File: src/rtl/intr_ctrl_pkg.sv
// Shared definitions for the interrupt controller: cause width, FSM states and
// the width of the optional periodic timer counter.
package intr_package;

  localparam int CAUSE_W = 4;
  localparam int TIMER_W = 16;

  typedef enum logic [1:0] {
    IDLE,
    REQ,
    RELEASE
  } state_t;

endpackage

File: src/rtl/intr_ctrl_if.sv
// CPU-side bundle of the interrupt controller: mask programming, status and
// the intr/ack handshake. The controller uses the slave modport.
interface intr_ctrl_if #(
  parameter int NSRC = 4
);
  import intr_package::*;

  logic               mask_we;
  logic [NSRC-1:0]    mask_wdata;
  logic [NSRC-1:0]    mask;
  logic [NSRC-1:0]    pending;
  logic               intr;
  logic [CAUSE_W-1:0] cause;
  logic               ack;

  modport master (
    output mask_we, mask_wdata, ack,
    input  mask, pending, intr, cause
  );

  modport slave (
    input  mask_we, mask_wdata, ack,
    output mask, pending, intr, cause
  );

endinterface

File: src/rtl/intr_ctrl_prio_enc.sv
// Fixed-priority encoder: reports whether any request is set and the lowest
// set index, zero-extended to the cause width.
module intr_prio_enc
  import intr_package::*;
#(
  parameter int NSRC = 4
) (
  input  logic [NSRC-1:0]    req,
  output logic               valid,
  output logic [CAUSE_W-1:0] idx
);

  // Scan from the top down so the lowest set index is the last one written.
  always_comb begin
    valid = |req;
    idx   = '0;
    for (int i = NSRC - 1; i >= 0; i--) begin
      if (req[i]) idx = CAUSE_W'(i);
    end
  end

endmodule

File: src/rtl/intr_ctrl.sv
// Interrupt controller: latches source pulses, requests the lowest enabled
// pending source from the CPU and waits for ack to drop. INTR_TIMER_EN adds a periodic tick on the top source.
module intr_ctrl
  import intr_package::*;
#(
  parameter int NSRC         = 4,
  parameter int TIMER_PERIOD = 1000
) (
  input  logic            clk,
  input  logic            reset,
  input  logic [NSRC-1:0] src_pulse,
  intr_ctrl_if.slave      bus
);

  state_t             state;
  logic [NSRC-1:0]    mask_q;
  logic [NSRC-1:0]    pending_q;
  logic [NSRC-1:0]    src_eff;
  logic [NSRC-1:0]    clr;
  logic               intr_q;
  logic [CAUSE_W-1:0] cause_q;
  logic               enc_valid;
  logic [CAUSE_W-1:0] enc_idx;

  if (TIMER_PERIOD < 2) begin : g_period_check
    $error("TIMER_PERIOD must be at least 2");
  end

`ifdef INTR_TIMER_EN
  logic [TIMER_W-1:0] tcnt;
  logic               tick;

  assign tick = (tcnt == TIMER_W'(TIMER_PERIOD - 1));

  always_ff @(posedge clk) begin
    if (reset) begin
      tcnt <= '0;
    end else if (tick) begin
      tcnt <= '0;
    end else begin
      tcnt <= tcnt + 1'b1;
    end
  end

  assign src_eff = src_pulse | (NSRC'(tick) << (NSRC - 1));
`else
  assign src_eff = src_pulse;
`endif

  intr_prio_enc #(.NSRC(NSRC)) u_enc (
    .req   (pending_q & mask_q),
    .valid (enc_valid),
    .idx   (enc_idx)
  );

  // The acknowledged source is cleared before new pulses are ORed in, so a
  // pulse landing on the same edge keeps the source pending.
  assign clr = (state == REQ && bus.ack) ? (NSRC'(1) << cause_q) : '0;

  always_ff @(posedge clk) begin
    if (reset) begin
      state     <= IDLE;
      mask_q    <= '0;
      pending_q <= '0;
      intr_q    <= 1'b0;
      cause_q   <= '0;
    end else begin
      if (bus.mask_we) mask_q <= bus.mask_wdata;
      pending_q <= (pending_q & ~clr) | src_eff;
      case (state)
        IDLE: begin
          if (enc_valid) begin
            cause_q <= enc_idx;
            intr_q  <= 1'b1;
            state   <= REQ;
          end
        end
        REQ: begin
          if (bus.ack) begin
            intr_q <= 1'b0;
            state  <= RELEASE;
          end
        end
        RELEASE: begin
          if (!bus.ack) state <= IDLE;
        end
        default: state <= IDLE;
      endcase
    end
  end

  assign bus.mask    = mask_q;
  assign bus.pending = pending_q;
  assign bus.intr    = intr_q;
  assign bus.cause   = cause_q;

endmodule
File: src/flat_wrapper.sv
// flat-port wrapper written by rule: the top's interface ports become plain ports
module intr_ctrl_flat import intr_package::*;
#(
  parameter int NSRC         = 4,
  parameter int TIMER_PERIOD = 1000
)
  (clk, reset, src_pulse, bus_mask_we, bus_mask_wdata, bus_ack, bus_mask, bus_pending, bus_intr, bus_cause);
  intr_ctrl_if #(.NSRC(NSRC)) bus_i ();
  input  logic clk;
  input  logic reset;
  input  logic [NSRC-1:0] src_pulse;
  input wire logic [$bits(bus_i.mask_we)-1:0] bus_mask_we;
  input wire logic [$bits(bus_i.mask_wdata)-1:0] bus_mask_wdata;
  input wire logic [$bits(bus_i.ack)-1:0] bus_ack;
  output wire logic [$bits(bus_i.mask)-1:0] bus_mask;
  output wire logic [$bits(bus_i.pending)-1:0] bus_pending;
  output wire logic [$bits(bus_i.intr)-1:0] bus_intr;
  output wire logic [$bits(bus_i.cause)-1:0] bus_cause;
  assign bus_i.mask_we = bus_mask_we;
  assign bus_i.mask_wdata = bus_mask_wdata;
  assign bus_i.ack = bus_ack;
  assign bus_mask = bus_i.mask;
  assign bus_pending = bus_i.pending;
  assign bus_intr = bus_i.intr;
  assign bus_cause = bus_i.cause;
  intr_ctrl #(.NSRC(NSRC), .TIMER_PERIOD(TIMER_PERIOD)) u_core (.clk(clk), .reset(reset), .src_pulse(src_pulse), .bus(bus_i));
endmodule
File: config.mk
export PLATFORM = sky130hd
export DESIGN_NAME = intr_ctrl_flat
export DESIGN_NICKNAME = d
export VERILOG_FILES = /design/src/rtl/intr_ctrl_pkg.sv /design/src/rtl/intr_ctrl_if.sv /design/src/rtl/intr_ctrl_prio_enc.sv /design/src/rtl/intr_ctrl.sv /design/src/flat_wrapper.sv
export SDC_FILE = /design/constraint.sdc
export NUM_CORES = 1
export LEC_CHECK = 0
export ABC_AREA = 1
export CAP_MARGIN = 40
export CORE_MARGIN = 2
export CORE_UTILIZATION = 42
export DETAILED_ROUTE_END_ITERATION = 8
export MAX_ROUTING_LAYER = met4
export PLACE_DENSITY = 0.85
export SETUP_SLACK_MARGIN = 0.2
export SKIP_CTS_REPAIR_TIMING = 1
export SLEW_MARGIN = 30
export SYNTH_ARGS = -nofsm -noshare
export SYNTH_HDL_FRONTEND = slang
export SYNTH_SLANG_ARGS = --single-unit
File: constraint.sdc
create_clock -name clk -period 1.4 [get_ports clk]
set_input_delay 0.21 -clock clk [delete_from_list [all_inputs] [get_ports clk]]
set_output_delay 0.21 -clock clk [all_outputs]
set_load 0.01 [all_outputs]
# Word level (Yosys, flattened, before mapping)

Cells that the tools add are included.

Add/sub/neg operators: 0
$mul: 0
Div/mod/pow operators: 0
$lt $le $gt $ge: 0
Equality and inequality tests: 5
Shift-type cells: 1
Multiplexer cells: 12
Bitwise gates (word level): 4
Reduce and logical (&&, ||, !) cells: 7

Operator list:

| kind                                                                  | number |
|---|---|
| 4-bit two-way mux                                                     | 4 |
| 4-bit bitwise AND                                                     | 2 |
| 2-bit two-way mux                                                     | 4 |
| 2-bit case mux with 3 select lines                                    | 1 |
| 3-bit AND reduction                                                   | 2 |
| 2-bit != test, second input constant                                  | 2 |
| 4-bit inverter                                                        | 1 |
| 4-bit bitwise OR                                                      | 1 |
| 4-bit OR reduction                                                    | 1 |
| 1-bit by 4-bit << shifter with 4-bit output, first input constant     | 1 |
| 2-bit by 1-bit equality test with 1-bit output, second input constant | 1 |
| 2-bit equality test, second input constant                            | 1 |
| 2-bit logical NOT                                                     | 1 |
| 1-bit two-way mux                                                     | 2 |
| 2-bit by 1-bit != test with 1-bit output, second input constant       | 1 |
| 1-bit case mux with 2 select lines                                    | 1 |
| 2-bit AND reduction                                                   | 1 |
| 2-bit nonzero test                                                    | 1 |
| 1-bit logical AND                                                     | 1 |

Register bits: 15
Bits in latches: 0
RAM bits: 0
Bits in read-only memories: 0
Input bits: 12
Output and inout bits: 13
Memories: 0

# Depth between registers and ports, before layout

Depth in word-level cells: 6
Mapped depth: 8
Gate-level depth less buffers: 8

# Hierarchy

Synthesis repeated with hierarchy kept, for this count alone.

Cells, all modules: 99
Area total of the unflattened synthesis: 684.4 sq um

Modules (own cells, without submodules):

| module        | instances | cells an instance | area each (sq um) | seq. area each (sq um) |
|---|---|---|---|---|
| intr_ctrl     | 1         | 87                | 619.3             | 300.3 |
| intr_prio_enc | 1         | 12                | 65.1              | 0.0 |

# Worst setup path after synthesis

No wires, ideal clock.

Path type: reg2reg
Start point: register u_core.pending_q[1] (netlist: u_core.bus.pending[1])
End point: register u_core.state[0]
Setup time: 0.115 ns
Arrival: 0.786 ns
Required time: 1.285 ns
Path slack: 0.499 ns
Cell stages (with the launch flop): 7
Buffers on the path: 0
Period minus slack after synthesis: 0.901 ns
Cell sequence: dfxtp_1 > nand2_1 > nand2_1 > nand2_1 > nand2_1 > o21ai_0 > inv_1

Cells in the longest elaborated chain, start to end: 4

RTL lines:

| what                                               | line                     | RTL |
|---|---|---|
| start, declared                                    | intr_ctrl.sv:17          | `logic [NSRC-1:0] pending_q;` |
| start signal, assigned                             | intr_ctrl.sv:69          | `pending_q <= (pending_q & ~clr) \| src_eff;` |
| 4-bit bitwise AND                                  | intr_ctrl.sv:51          | `.req (pending_q & mask_q),` |
| 4-bit OR reduction                                 | intr_ctrl_prio_enc.sv:15 | `valid = \|req;` |
| 2-bit by 1-bit != test with 1-bit output (no line) | -                        |  |
| 3-bit AND reduction (no line)                      | -                        |  |
| end signal, assigned                               | intr_ctrl.sv:62          | `state <= IDLE;` |
| end signal, assigned                               | intr_ctrl.sv:75          | `state <= REQ;` |
| end signal, assigned                               | intr_ctrl.sv:81          | `state <= RELEASE;` |
| end, declared                                      | intr_ctrl.sv:15          | `state_t state;` |

Every way passes these cells.
A chain may end at the register's enable or synchronous reset.

# Worst setup path after layout

Start point: register u_core.cause_q[1] (netlist: u_core.bus.cause[1])
End point: output port bus_cause[1]

RTL lines:

| what                   | line               | RTL |
|---|---|---|
| start, declared        | intr_ctrl.sv:21    | `logic [CAUSE_W-1:0] cause_q;` |
| start signal, assigned | intr_ctrl.sv:73    | `cause_q <= enc_idx;` |
| end, declared          | flat_wrapper.sv:18 | `output wire logic [$bits(bus_i.cause)-1:0] bus_cause;` |

No word-level cell between the ends.

==> results_dict.tcl <==
set metrics [dict create \
    global_route.usage.total_pct 20.3 \
    fin_ws_ps 353 \
    drt_iter0_drc 7 \
    crit_family "flip-flops" \
    antenna_left 0 \
    postLayoutCoreUtil_pct 66.4 \
    share_of_cells_above_drive_strength_1_pct 5.66 \
    dr.pass1.iters 4 \
    p_clk_share_pct 28.2 \
    cellPowerDensity_nw_per_um2 989 \
    worstRegToRegCells 6 \
    netlist_top_cells_area "dfxtp_1, nand2_1, inv_1, o21ai_0, nor2_1" \
    power_uw 833 \
    fin_hold_ws_ps 479 \
    synth-compound-area-share_pct 14.5 \
    antenna_found_initial 0 \
    core_region_area_um2 1270 \
    portBuffers 22 \
    cp.required_ps 1190 \
    worst_setup_path_end_kind "output pin" \
    timing.hold.worst_path_depth 3 \
    die_h_um 40.2 \
    critical_path.max_fanout 4 \
    gpl.final_weighted_congestion 0.827 \
    htreeDepth 1 \
    via_count_of_the_first_global_routing_pass 507 \
    sw_power_uw 230 \
    synth_cell_type_count 13 \
    dp_hpwl_um 1030 \
    synth-adder-area-share_pct 0 \
    maxCapViolCount 0 \
    synth_top_area_share_pct 47.2 \
    floorplan.initialDensity_pct 43.5 \
    cts_tree "built" \
    critical_path.slowest_cell "dfxtp_1" \
    arrival_time_reported_for_the_critical_path_endpoint_ps 840 \
    switching_share_pct 27.6 \
    vias 575 \
    finish.instance_area_um2 842 \
    critPathLaunchType "register" \
    first_pass_grt_wire_length_um 2070 \
    synth_xor_xnor_area_share_pct 0 \
    synthesized_area_fraction_occupied_by_and_or_nand_nor_cells_pct 25.4 \
    cts_root_buffer "clkbuf_4" \
    cts_buffer_depth 2 \
    synth-warning-count 0 \
    maximum_number_of_pins_on_one_net_before_global_route_repair 9 \
    seq_area_frac_synth_pct 47.2 \
    drc 0 \
    pre_cts_slack_ps 98.4 \
    die-width_um 40.2 \
    static-leakage-power_nw 0.545 \
    areaGrowthSynthToFinish_pct 52.6 \
    power.internal_uw 603 \
    synthesis.instances 80 \
    period_needed_ps 1050 \
    worst_hold_path_type "primary input to register" \
    cts.clk_slew.worst_paths_ps 80 \
    cts-buffers-inserted 3 \
    cts.sinks 13 \
    cell_accounting_for_the_most_synthesized_area "dfxtp_1" \
    slew_limit_fails 0 \
    hold_violations 0 \
    grt_remaining_overflow 0 \
    status "complete, no violations" \
    num_antenna_cells 0 \
    cpPeakStageDelay_ps 380 \
    synthesis.area_per_instance_um2 6.90 \
    setup_viol_count_final 0 \
    worst-path-stages 1 \
    placementRows 13 \
    syn-cell-area_um2 552 \
    io_pins 25 \
    layout.cells.most_common "nand2_1" \
    post_route_skew_ps 7.13 \
    clk_latency_ps 280 \
    finalWirelength_um 1350 \
    rsz0062_at_grt "no" \
    max_clock_freq_ghz 0.955 \
    crit_type "register to output pin" \
    muxShareOfSynthArea_pct 0 \
    min_period_over_period_pct 74.8 \
    mostFrequentLayoutCells "nand2_1, inv_1, dfxtp_1" \
    die_area_um2 1620 \
    nNetsFinal 119 \
    combinational_family_with_the_most_area_after_synthesis "simple AND/OR/NAND/NOR gates" \
    sequentialPowerShare_pct 50.8 \
    chain_of_cells_forming_the_critical_path "dlymetal6s2s_1" \
    synth_seq_cells 13 \
    average_routed_wire_per_standard_cell_um 11.2 \
    placement.cell_area_um2 787 \
    comb_power_share_pct 21.0 \
    vdd.ir_drop.worst_mv 0.572 \
    vias_per_cell 4.75 \
    critical_path_buffers_and_inverters 1 \
]
[worst paths after layout]
check,start,end,slack (ps)
setup / recovery,u_core.bus.cause[1],bus_cause[1],350
hold / removal,src_pulse[1],u_core.bus.pending[1],480
setup reg to reg,u_core.state[1],u_core.bus.cause[0],430
hold reg to reg,u_core.bus.pending[1],u_core.bus.pending[1],510
[flip-flops by register name, indices dropped and copies added, names as in the netlist]
register and count:
u_core.bus.mask 4, u_core.bus.cause 2, u_core.state 2, u_core.bus.intr 1
u_core.bus.pending 4
[layer usage]
layer,part of all wire [%],vias up,track usage [%]
met1,43,256,22.5
li1,-,296,-
met3,5.6,2,3.33
met4,1.3,0,10.0
met2,50,21,35.1
met5,0,-,-
[cell type report]
cell class	count	area, µm²
clock buffer	4	26.3
fill	117	427
inverter	14	52.6
multi-input combinational	52	228
sequential	13	262
tap	15	18.8
timing repair buffer	23	255
[kinds of logic (layout without fill, tap and decap cells)]
| logic type | Yosys count | in the layout |
|---|---|---|
| buffers and inverters | 16 | 41 |
| flip-flops | 13 | 13 |
| other | 1 | 2 |
| AO/OA/AOI/OAI | 16 | 16 |
| AND/OR/NAND/NOR | 34 | 34 |
[power groups by stage]
stage | Combinational (mW) | Sequential [mW] | Clock (mW)
2_1_floorplan | 0.0718 | 0.440 | 0
3_3_place_gp | 0.176 | 0.431 | 0
3_5_place_dp | 0.180 | 0.433 | 0
4_1_cts | 0.182 | 0.424 | 0.241
5_1_grt | 0.197 | 0.427 | 0.256
6_report | 0.175 | 0.423 | 0.235
[metrics by stage]
step	setup TNS, ps	std cells
4_1_cts	-107	121
3_5_place_dp	0	117
2_1_floorplan	0	81
6_report	0	121
5_1_grt	0	121
3_3_place_gp	0	117
[synth_stat cells, drive strengths merged]
cell type and number:
nor2 10, buf 2, a21oi 6, dfxtp 13, nand2 19, nor3 1, nand3 3, conb 1
o21ai 10, and2 1, inv 14
No activity file was read; power rests on OpenSTA's default activity.
